## config.mk

```make
export PLATFORM = sky130hd
export DESIGN_NAME = pc_sequencer
export DESIGN_NICKNAME = d
export VERILOG_FILES = /design/src/rtl/pc_sequencer.sv
export SDC_FILE = /design/constraint.sdc
export NUM_CORES = 1
export LEC_CHECK = 0
export CORE_UTILIZATION = 49
export DETAILED_ROUTE_END_ITERATION = 6
export PLACE_DENSITY = 0.83
export SKIP_LAST_GASP = 1
export SLEW_MARGIN = 5
export SYNTH_ARGS = -nofsm -noshare
export SYNTH_HDL_FRONTEND = slang
export SYNTH_SLANG_ARGS = --single-unit
```

## constraint.sdc

```tcl
create_clock -name clk -period 2.5 [get_ports clk]
set_input_delay 0.625 -clock clk [delete_from_list [all_inputs] [get_ports clk]]
set_output_delay 0.625 -clock clk [all_outputs]
set_load 0.05 [all_outputs]
```

## src/rtl/pc_sequencer.sv

```systemverilog
// Program-counter sequencer: one fetch per cycle, one-bubble taken branches via an
// external label->target table, call/return through a small internal LIFO.
module pc_sequencer #(
  parameter int PC_W        = 12,
  parameter int LBL_W       = 8,
  parameter int START_PC    = 0,
  parameter int STACK_DEPTH = 4
) (
  input  logic             clk,
  input  logic             reset,
  input  logic             start,
  input  logic             halt,
  input  logic             br_req,
  input  logic             br_taken,
  input  logic [LBL_W-1:0] br_label,
  input  logic             call,
  input  logic             ret,
  output logic [LBL_W-1:0] lut_label,
  input  logic [PC_W-1:0]  lut_next_pc,
  output logic [PC_W-1:0]  pc,
  output logic             pc_valid,
  output logic             done,
  output logic             err
);

  localparam int SP_W  = $clog2(STACK_DEPTH + 1);
  localparam int IDX_W = (STACK_DEPTH > 1) ? $clog2(STACK_DEPTH) : 1;
  localparam logic [PC_W-1:0] START = PC_W'(START_PC);
  localparam logic [SP_W-1:0] SP_FULL = SP_W'(STACK_DEPTH);

  typedef enum logic [1:0] {IDLE, RUN, TGT, DONE} state_t;

  state_t             state_q, state_d;
  logic [PC_W-1:0]    pc_q, pc_d;
  logic [LBL_W-1:0]   lbl_q, lbl_d;
  logic [SP_W-1:0]    sp_q, sp_d;
  logic               vld_q, vld_d;
  logic               done_q, done_d;
  logic               err_q, err_d;

  logic [PC_W-1:0]    stack_q [2**IDX_W];
  logic               push_en;
  logic [IDX_W-1:0]   push_idx, pop_idx;
  logic [PC_W-1:0]    pc_inc;

  assign push_idx = sp_q[IDX_W-1:0];
  assign pop_idx  = push_idx - IDX_W'(1);
  assign pc_inc   = pc_q + PC_W'(1);

  always_comb begin
    state_d = state_q;
    pc_d    = pc_q;
    lbl_d   = lbl_q;
    sp_d    = sp_q;
    vld_d   = vld_q;
    done_d  = done_q;
    err_d   = err_q;
    push_en = 1'b0;
    case (state_q)
      IDLE: begin
        if (start) begin
          pc_d    = START;
          state_d = RUN;
          vld_d   = 1'b1;
        end
      end
      RUN: begin
        if (halt) begin
          state_d = DONE;
          vld_d   = 1'b0;
          done_d  = 1'b1;
        end else if (ret) begin
          if (sp_q == '0) begin
            err_d   = 1'b1;
            state_d = DONE;
            vld_d   = 1'b0;
            done_d  = 1'b1;
          end else begin
            pc_d = stack_q[pop_idx];
            sp_d = sp_q - SP_W'(1);
          end
        end else if (br_req && call) begin
          if (sp_q == SP_FULL) begin
            err_d   = 1'b1;
            state_d = DONE;
            vld_d   = 1'b0;
            done_d  = 1'b1;
          end else begin
            push_en = 1'b1;
            sp_d    = sp_q + SP_W'(1);
            lbl_d   = br_label;
            state_d = TGT;
            vld_d   = 1'b0;
          end
        end else if (br_req && br_taken) begin
          lbl_d   = br_label;
          state_d = TGT;
          vld_d   = 1'b0;
        end else begin
          pc_d = pc_inc;
        end
      end
      TGT: begin
        // Table is addressed by the registered label, so its output is stable here.
        pc_d    = lut_next_pc;
        state_d = RUN;
        vld_d   = 1'b1;
      end
      DONE: begin
        if (start) begin
          pc_d    = START;
          sp_d    = '0;
          err_d   = 1'b0;
          done_d  = 1'b0;
          state_d = RUN;
          vld_d   = 1'b1;
        end
      end
      default: state_d = IDLE;
    endcase
  end

  always_ff @(posedge clk or posedge reset) begin
    if (reset) begin
      state_q <= IDLE;
      pc_q    <= START;
      lbl_q   <= '0;
      sp_q    <= '0;
      vld_q   <= 1'b0;
      done_q  <= 1'b0;
      err_q   <= 1'b0;
    end else begin
      state_q <= state_d;
      pc_q    <= pc_d;
      lbl_q   <= lbl_d;
      sp_q    <= sp_d;
      vld_q   <= vld_d;
      done_q  <= done_d;
      err_q   <= err_d;
    end
  end

  // Return-address storage holds data only; validity is tracked by sp_q.
  always_ff @(posedge clk) begin
    if (push_en) stack_q[push_idx] <= pc_inc;
  end

  assign pc        = pc_q;
  assign lut_label = lbl_q;
  assign pc_valid  = vld_q;
  assign done      = done_q;
  assign err       = err_q;

endmodule

```

# Word-level counts from Yosys, hierarchy flattened
# Memories as Yosys holds them, arrays and structs flattened.
# Index checks and enable logic that the tools add are counted.
# word_totals
reg_bits,28
latchBits,0
ramBits,48
romBits,0
input_bits,28
out_inout_bits,23
elab_cells,94
mem_count,1
# classes
addsub,4
n_mul,0
div_mod_pow,0
magnitude_cmp,0
eq_ne,19
shifts,0
n_mux,48
bitwise_logic,2
reduce_logical,13
# mem_list
name,depth,word_bits,read_ports,rd_clocked_by_memory_dff,wr,line_no,rtl
stack_q,4,12,1,0,1,41,logic [PC_W-1:0] stack_q [2**IDX_W];
# op_table
operator,n
two-way mux 12 bit,6
case mux 12 bit (3 select lines),1
two-way mux 8 bit,3
two-way mux 1 bit,21
"!= test 3 bit, second input constant",7
two-way mux 3 bit,6
AND reduction 5 bit,3
"adder 12 x 1 -> 12 bit, second input constant",1
two-way mux 2 bit,6
"!= test 4 bit, second input constant",3
AND reduction 6 bit,2
"!= test 2 bit, second input constant",3
case mux 2 bit (3 select lines),1
case mux 3 bit (2 select lines),1
"!= test 5 bit, second input constant",1
"equality test 2 bit, second input constant",2
case mux 1 bit (2 select lines),2
nonzero test 2 bit,2
"adder 3 x 1 -> 3 bit, second input constant",1
"equality test 3 bit, second input constant",1
logical NOT 3 bit,1
case mux 1 bit (3 select lines),1
AND reduction 3 bit,1
"subtractor 3 x 1 -> 3 bit, second input constant",1
other kinds (7),9

# Depth between registers and ports, before layout
# Gate-level depths: netlist of the first run.
# depth
depth_word,8
depth_mapped,11
mapped_depth_nobuf,7

# Worst setup path after synthesis of the first run
# Ideal clock, no wire load.
# synth_timing
path_type,register to register
startpoint,register sp_q[0]
endpoint,"memory stack_q[2][0], enable pin"
setup_time_ps,380
t_arrival_ps,2207
required_ps,2120
path_slack_ps,-87
path_stages_with_launch,8
n_path_buf,2
period_less_slack_ps,2587
cell_sequence,dfrtp_1 -> buf_6 -> buf_2 -> inv_1 -> ha_1 -> and2_1 -> or3_1 -> nor2_1
# synth_via
elab_chain_len,8
# synth_rtl
item,line_no,rtl
from (decl),36,"logic [SP_W-1:0] sp_q, sp_d;"
from (signal assigned),136,sp_q <= sp_d;
equality test 3 bit,83,if (sp_q == SP_FULL) begin
two-way mux 1 bit,83,
two-way mux 1 bit,82,end else if (br_req && call) begin
two-way mux 1 bit,72,end else if (ret) begin
two-way mux 1 bit,68,if (halt) begin
two-way mux 1 bit,59,case (state_q)
two-way mux 1 bit,145,if (push_en) stack_q[push_idx] <= pc_inc;
two-way mux 1 bit (implied by the code),145,
to (decl),41,
# Several ways; a longest one is shown, not always the timed one.

# Worst setup path in the final report of the first run
# layout_timing
startpoint,register pc_q[7] (netlist: pc[7])
endpoint,output pc[7]
# layout_lines
item,line_no,rtl
from (decl),34,"logic [PC_W-1:0] pc_q, pc_d;"
from (signal assigned),134,pc_q <= pc_d;
to (decl),20,"output logic [PC_W-1:0] pc,"
# No word-level cell between the ends.

==> reports/qor.log, run 1 <==
qor: critical_path.cp_max_fo 8
qor: sta.timing.final.crit_period 2317 ps
qor: cts.post_cts.resized_instances 0
qor: critical_path.setup.worst_path.start pc[7]
qor: sta.setup-tns-final 0 ps
qor: cts.cts_hold_repair.buffers 0
qor: logic_synthesis.yosysWarnings 0
qor: critical_path.critPathSlowestCell sky130_fd_sc_hd__clkdlybuf4s50_1
qor: sta.finalHoldViolations 0
qor: cts.cts_made_buffers 9
qor: pwr.leakage_power 0.001712 uW
qor: logic_synthesis.synth-xor-area-share 2.637%
qor: logic_synthesis.post_synth_instance_area 3654 sq um
qor: cells_and_area.layout.nets 384
qor: floorplan.die-area 7806 sq um
qor: logic_synthesis.post_synth_and_or_nand_nor_area_fraction 9.658%
qor: drt.detail_route.iter0.violations 214
qor: worst_hold_path.worst_hold_path_type reg2reg
qor: sta.unrepaired_setup_endpoints_after_global_routing false
qor: pwr.irDropWorstVdd 0.4976 mV
qor: critical_path.cp.buffers_inverters 1
qor: global_route.grt.total_usage 22.46%
qor: global_route.antenna_found_initial 0
qor: sta.timing.max_slew.rel_slack 65.43%
qor: cts.clkLatencyLatePin 360 ps
qor: global_route.grt_overflow_total 0
qor: floorplan.core_area 7214 sq um
qor: logic_synthesis.yosysUniqueCellTypes 51
qor: critical_path.critical_path.cell_chain clkdlybuf4s50_1
qor: pwr.pwr_density_cell 1186 nW/um^2
qor: floorplan.floorplan.die.height 88.35 um
qor: logic_synthesis.synth_seq_cells 76
qor: logic_synthesis.ys_seq_area_share 58.63%
qor: drt.via_count 2528
qor: cells_and_area.fraction_of_final_layout_cells_with_drive_strength_greater_than_1 19.09%
qor: cts.cts-root-to-sink-buffers 2
qor: critical_path.worst-endpoint-required 1880 ps
qor: global_route.global_route_wire_length_before_repair 12.47 mm
qor: drt.route.detailed.drc 0
qor: cells_and_area.antennaDiodeCount 0
qor: cells_and_area.sequential_cell_area 2142 sq um
qor: cells_and_area.fillers 556
qor: logic_synthesis.cell_count_after_synthesis 275
qor: drt.drt-total-wl 7.994 mm
qor: cts.ctsHtreeMaxLevel 3
qor: logic_synthesis.async_reset_ff_share 36.84%
qor: outcome.run_status finished, final reports clean
qor: sta.worst_pin_slew 517.0 ps
qor: worst_hold_path.worstHoldPathCells 1
qor: logic_synthesis.synth_compound_gate_area_share 9.281%
qor: drt.drtPass1Iterations 5
qor: logic_synthesis.adder_cell_area_share_of_the_yosys_netlist 3.630%
qor: cells_and_area.multi_input_comb_area 1388 sq um
qor: critical_path.worst_r2r_startpoint sp_q[1]
qor: cts.cts_sinks 76
qor: cts.cts.repair_timing.setup_buffer_count 0
qor: logic_synthesis.synth_mux_area_share 12.77%
qor: cells_and_area.layout_commonest_cell sky130_fd_sc_hd__clkdlybuf4s50_1
qor: cells_and_area.layout.cells.most_common_list sky130_fd_sc_hd__clkdlybuf4s50_1, sky130_fd_sc_hd__edfxtp_1, sky130_fd_sc_hd__dfrtp_1, sky130_fd_sc_hd__nand2_1, sky130_fd_sc_hd__buf_4
qor: logic_synthesis.combinational_family_with_the_most_area_after_synthesis multiplexers
qor: sta.setup_violations 0
qor: logic_synthesis.synthFlopType sky130_fd_sc_hd__edfxtp_1
qor: sta.max_clk_rate 0.4316 GHz
qor: floorplan.die_w 88.35 um
qor: global_route.grt_start_max_net_pins 29
qor: placement.port_buffers 50
qor: floorplan.top_level_pins 51
qor: flow_run.drv_cap 0
qor: cells_and_area.layout-area-overhead-vs-synth 25.10%
qor: logic_synthesis.syn_nets 313
qor: sta.post-route-period-util 92.69%
qor: global_route.first_global_vias 2494
qor: sta.worst_clock_skew 9.382 ps
qor: cts.clock-root-buffer sky130_fd_sc_hd__clkbuf_8
qor: floorplan.core.rowCount 31
qor: floorplan.floorplan.initialDensity 50.64%
qor: cts.cts.clk_slew.worst_paths 70 ps
qor: critical_path.setup.worst_path.class reg2out
qor: critical_path.reg2regPathDepth 7
qor: cells_and_area.fin_util 63.35%
qor: cts.cts_tree built
qor: critical_path.worst_setup_start_kind flop
qor: critical_path.timing.critical_path.slowest_cell_delay 850 ps
qor: critical_path.critical-path-top-delay-family buffers and inverters
qor: critical_path.crit_arrival 1690 ps
qor: drt.via_per_inst 5.618
qor: placement.rd_place_congestion 0.8501
qor: sta.drv_slew 0
qor: critical_path.setup.worst_path.end_class output pin
qor: logic_synthesis.number_of_enable_flip_flop_cells_after_synthesis 48
qor: worst_hold_path.hold_path_startpoint lut_label[0]
qor: logic_synthesis.synthesis.area_per_instance 13.29 sq um
qor: critical_path.critical_path_depth 1
qor: drt.routed_length_per_placed_instance 17.76 um
qor: placement.dp_hpwl 5.719 mm
qor: drt.ant_nets 0
qor: pwr.post-layout-total-power 5419 uW
[synth_stat cells (all sizes together) (6+ instances only)]
library cell	number	area (sq um)
o21ai	15	75.07
dfrtp	28	700.7
nand3	10	55.05
mux4	11	247.7
nor2	14	52.55
clkbuf	6	22.52
ha	9	112.6
buf	6	48.79
a21oi	9	45.04
xnor2	6	52.55
mux2	15	168.9
inv	14	52.55
nand2	23	86.33
edfxtp	48	1441
[worst reg2reg max path: stages, from the launching register on]
cell	delay, ps
sky130_fd_sc_hd__dfrtp_1	430
sky130_fd_sc_hd__inv_1	110
sky130_fd_sc_hd__ha_1	320
sky130_fd_sc_hd__buf_4	230
sky130_fd_sc_hd__mux4_2	320
sky130_fd_sc_hd__mux2_2	270
sky130_fd_sc_hd__a221oi_1	250
sky130_fd_sc_hd__nor2_1	60
[where the power goes]
part / switching (uW) / internal, uW / total (uW)
Clock: 433 / 462 / 895
Combinational: 1590 / 1080 / 2670
Sequential: 207 / 1650 / 1850
Total: 2230 / 3190 / 5420
[registers in the layout, summed over array words and instances (netlist names)]
signal / flops
done: 1
lut_label: 8
stack_q: 48
pc: 12
err: 1
sp_q: 3
state_q: 2
pc_valid: 1
[kinds of logic after synthesis]
group	Yosys count
adder cells (fa/ha/maj)	10
XOR/XNOR	11
flip-flops	76
AND/OR/NAND/NOR	71
multiplexers	31
buffers and inverters	26
AO/OA/AOI/OAI	50
[worst paths after layout]
| check | endpoint | slack [ps] |
|---|---|---|
| setup / recovery | pc[7] | 180 |
| hold / removal | lut_label[0] | 510 |
| setup reg to reg | pc[1] | 400 |
| hold reg to reg | lut_label[0] | 510 |
| max in group asynchronous | pc[0] | 1570 |
| min in group asynchronous | lut_label[4] | 650 |
[layout make-up]
class | count | share of cell area, %
Sequential cell | 76 | 46.87
Multi-Input combinational cell | 173 | 30.36
Timing Repair Buffer | 72 | 14.84
Clock buffer | 12 | 2.956
Tap cell | 99 | 2.710
Inverter | 14 | 1.150
Clock inverter | 4 | 1.122
[layer usage]
layer / share of wire, % / vias up / global-route usage, %
met2: 50 / 104 / 36.22
met3: 5.7 / 14 / 3.731
li1: - / 1171 / -
met5: 0 / - / 0
met1: 42 / 1239 / 29.27
met4: 2.5 / 0 / 12.02
[stage by stage]
step	setup slack [ps]	instances	hold slack (ps)	cell area, sq um
after detailed placement	19.18	434	492.6	4384
final	182.8	450	505.0	4571
after CTS	170.6	450	508.8	4571
after global placement	44.46	434	487.2	4384
after floorplan	-87.45	275	532.4	3654
after global routing	125.6	450	539.2	4571
(Power assumes the default switching activity.)
==> run 2, diff against run 1 <==
CORE_UTILIZATION = 50   (was 49)
CTS_BUF_LIST = sky130_fd_sc_hd__clkbuf_4   (was unset)
DONT_BUFFER_PORTS = 1   (was unset)
MAX_ROUTING_LAYER = met4   (was unset)
PLACE_DENSITY = 0.75   (was 0.83)
==> run 2 against run 1 <==
  * Count of clock-buffer cells in the layout stayed put
  * Sequential cell count did not move
  * Sequential power rose by 15%
  * Critical path type is now reg2reg
  * Largest cell class unchanged
  * Highest routed layer unchanged
==> reports/qor.log, run 2 (synthesized netlist as in run 1, its figures left out) <==
qor: sta.max_clk_rate 0.4416 GHz [+2.3%]
qor: critical_path.setup.worst_path.class reg2reg
qor: floorplan.core.rowCount 30 [-3.2%]
qor: critical_path.timing.critical_path.slowest_cell_delay 530 ps [-320 ps]
qor: cts.ctsHtreeMaxLevel 3 [unchanged]
qor: critical_path.reg2regPathDepth 6 [-1]
qor: floorplan.top_level_pins 51 [unchanged]
qor: cells_and_area.largest_register_ff_count 48 [unchanged]
qor: global_route.grt.busiest_layer met2
qor: worst_hold_path.worst_hold_path_type in2async
qor: sta.setup-tns-final 0 ps [unchanged]
qor: cells_and_area.multi_input_comb_area 1388 sq um [unchanged]
qor: floorplan.die-area 7653 sq um [-2.0%]
qor: global_route.grtUsageMet2 35.30% [-0.93 points]
qor: pwr.leakage_power 0.001506 uW [-12%]
qor: placement.dp_hpwl 5.195 mm [-9.2%]
qor: global_route.met1_usage 29.08% [-0.20 points]
qor: sta.worst_clock_skew 28.11 ps [+18.73 ps]
qor: cts.clock-root-buffer sky130_fd_sc_hd__clkbuf_4
qor: sta.drv_slew 0 [unchanged]
qor: cts.clkLatencyLatePin 440 ps [+80 ps]
qor: critical_path.cp_max_fo 8 [unchanged]
qor: cts.cts.clk_slew.worst_paths 140 ps [+70 ps]
qor: floorplan.core_area 6944 sq um [-3.7%]
qor: critical_path.worst-endpoint-required 2800 ps [+920 ps]
qor: drt.drt-total-wl 7.685 mm [-3.9%]
qor: cells_and_area.fillers 566 [+1.8%]
qor: critical_path.critical_path.cell_chain inv_1 > ha_1 > mux4_2 > a22o_1 > a2111oi_1 > nor3_1
qor: floorplan.die_w 87.48 um [-0.98%]
qor: sta.worst_pin_slew 546.5 ps [+29.51 ps]
qor: cells_and_area.layout-area-overhead-vs-synth 9.726%
qor: global_route.antenna_found_initial 0 [unchanged]
qor: critical_path.crit_arrival 2560 ps [+870 ps]
qor: critical_path.worst_setup_start_kind flop
qor: cells_and_area.layout_commonest_cell sky130_fd_sc_hd__edfxtp_1
qor: global_route.grt.total_usage 22.82% [+0.36 points]
qor: sta.timing.final.crit_period 2264 ps [-52.81 ps]
qor: sta.setup_violations 0 [unchanged]
qor: global_route.grt_overflow_total 0 [unchanged]
qor: sta.timing.max_slew.rel_slack 63.57% [-1.9 points]
qor: cts.post_cts.resized_instances 0 [unchanged]
qor: pwr.pwr_density_cell 1239 nW/um^2 [+4.5%]
qor: critical_path.setup.worst_path.end_class flop
qor: drt.via_count 2332 [-7.8%]
qor: global_route.grt_start_max_net_pins 29 [unchanged]
qor: sta.unrepaired_setup_endpoints_after_global_routing false
qor: critical_path.critPathSlowestCell sky130_fd_sc_hd__ha_1
qor: cts.cts_made_buffers 9 [unchanged]
qor: pwr.post-layout-total-power 4968 uW [-8.3%]
qor: critical_path.cp.buffers_inverters 1 [unchanged]
qor: critical_path.critical_path_depth 6 [+5]
qor: cells_and_area.antennaDiodeCount 0 [unchanged]
qor: cells_and_area.largest-register stack_q
qor: drt.detail_route.iter0.violations 172 [-20%]
qor: cts.cts_tree built
qor: global_route.grt_util_met3 3.697% [-0.035 points]
qor: critical_path.critical-path-top-delay-family compound AO/OA/AOI/OAI gates
qor: sta.finalHoldViolations 0 [unchanged]
qor: drt.ant_nets 0 [unchanged]
qor: placement.port_buffers 0 [-100%]
qor: cts.cts-root-to-sink-buffers 2 [unchanged]
qor: cells_and_area.layout.nets 334 [-13%]
qor: global_route.global_route_wire_length_before_repair 12.21 mm [-2.0%]
qor: cts.cts_hold_repair.buffers 0 [unchanged]
qor: drt.drtPass1Iterations 4 [-1]
qor: outcome.run_status finished, final reports clean
qor: flow_run.drv_cap 0 [unchanged]
qor: floorplan.floorplan.die.height 87.48 um [-0.98%]
qor: drt.routed_length_per_placed_instance 19.36 um [+9.0%]
qor: sta.post-route-period-util 90.58% [-2.1 points]
qor: cts.cts_sinks 76 [unchanged]
qor: drt.via_per_inst 5.874 [+4.6%]
qor: cts.cts.repair_timing.setup_buffer_count 0 [unchanged]
qor: cells_and_area.fraction_of_final_layout_cells_with_drive_strength_greater_than_1 23.26% [+4.2 points]
qor: cells_and_area.layout.cells.most_common_list sky130_fd_sc_hd__edfxtp_1, sky130_fd_sc_hd__dfrtp_1, sky130_fd_sc_hd__nand2_1, sky130_fd_sc_hd__buf_4, sky130_fd_sc_hd__mux2_2
qor: placement.rd_place_congestion 0.8833 [+3.9%]
qor: floorplan.floorplan.initialDensity 52.61% [+2.0 points]
qor: pwr.irDropWorstVdd 0.3190 mV [-36%]
qor: global_route.first_global_vias 2374 [-4.8%]
qor: cells_and_area.sequential_cell_area 2142 sq um [unchanged]
qor: drt.route.detailed.drc 0 [unchanged]
[run 2: cell types whose count changed in the layout (fill, tap and decap cells not counted), sizes merged]
cell	change
clkdlybuf4s50	-50
[run 2: cell type report]
type / instances / share of cell area, %
flip-flops and latches: 76 / 53.43
multi-input cells: 173 / 34.61
repair buffers: 22 / 4.120
well taps: 96 / 2.996
clock buffers: 12 / 2.247
inverters: 14 / 1.311
clock inverters: 4 / 1.280
[run 2: layer usage]
metal	share of wire (%)	wire, um
met1	42	3229
met2	48	3718
met3	7.1	548
met4	2.4	188
met5	0	0
[run 2: where the power goes]
| group | switching, uW | internal, uW | total [uW] |
|---|---|---|---|
| clock network | 435 | 339 | 774 |
| logic | 1230 | 831 | 2060 |
| registers | 496 | 1640 | 2130 |
[run 2: worst paths after layout]
| kind | startpoint | endpoint | slack [ps] |
|---|---|---|---|
| worst max-delay path | sp_q[1] | pc[10] | 240 |
| worst min-delay path | reset | pc[4] | 130 |
| worst max register to register | sp_q[1] | pc[10] | 240 |
| worst min register to register | pc[1] | pc[1] | 560 |
| max in group asynchronous | reset | sp_q[2] | 2070 |
| min in group clk | br_label[3] | lut_label[3] | 340 |
[run 2: through the flow]
stage / cells / hold slack [ps] / worst slack (ps) / util, % / area [sq um]
2_1_floorplan: 275 / 532.4 / -87.45 / - / 3654
3_3_place_gp: 381 / 529.3 / 369.3 / 55.69 / 3867
3_5_place_dp: 381 / 539.9 / 280.5 / 55.69 / 3867
4_1_cts: 397 / 122.6 / 259.5 / 57.73 / 4009
5_1_grt: 397 / 148.7 / 119.3 / 57.73 / 4009
6_report: 397 / 128.8 / 235.6 / 57.73 / 4009
[run 2: worst reg2reg max path, delay by kind of cell, from the launching register on]
| family | cells | cell delay, ps |
|---|---|---|
| compound gates | 2 | 580 |
| fa+ha+maj | 1 | 530 |
| buf+inv | 1 | 110 |
| flops | 1 | 460 |
| mux | 1 | 360 |
| simple gates | 1 | 100 |
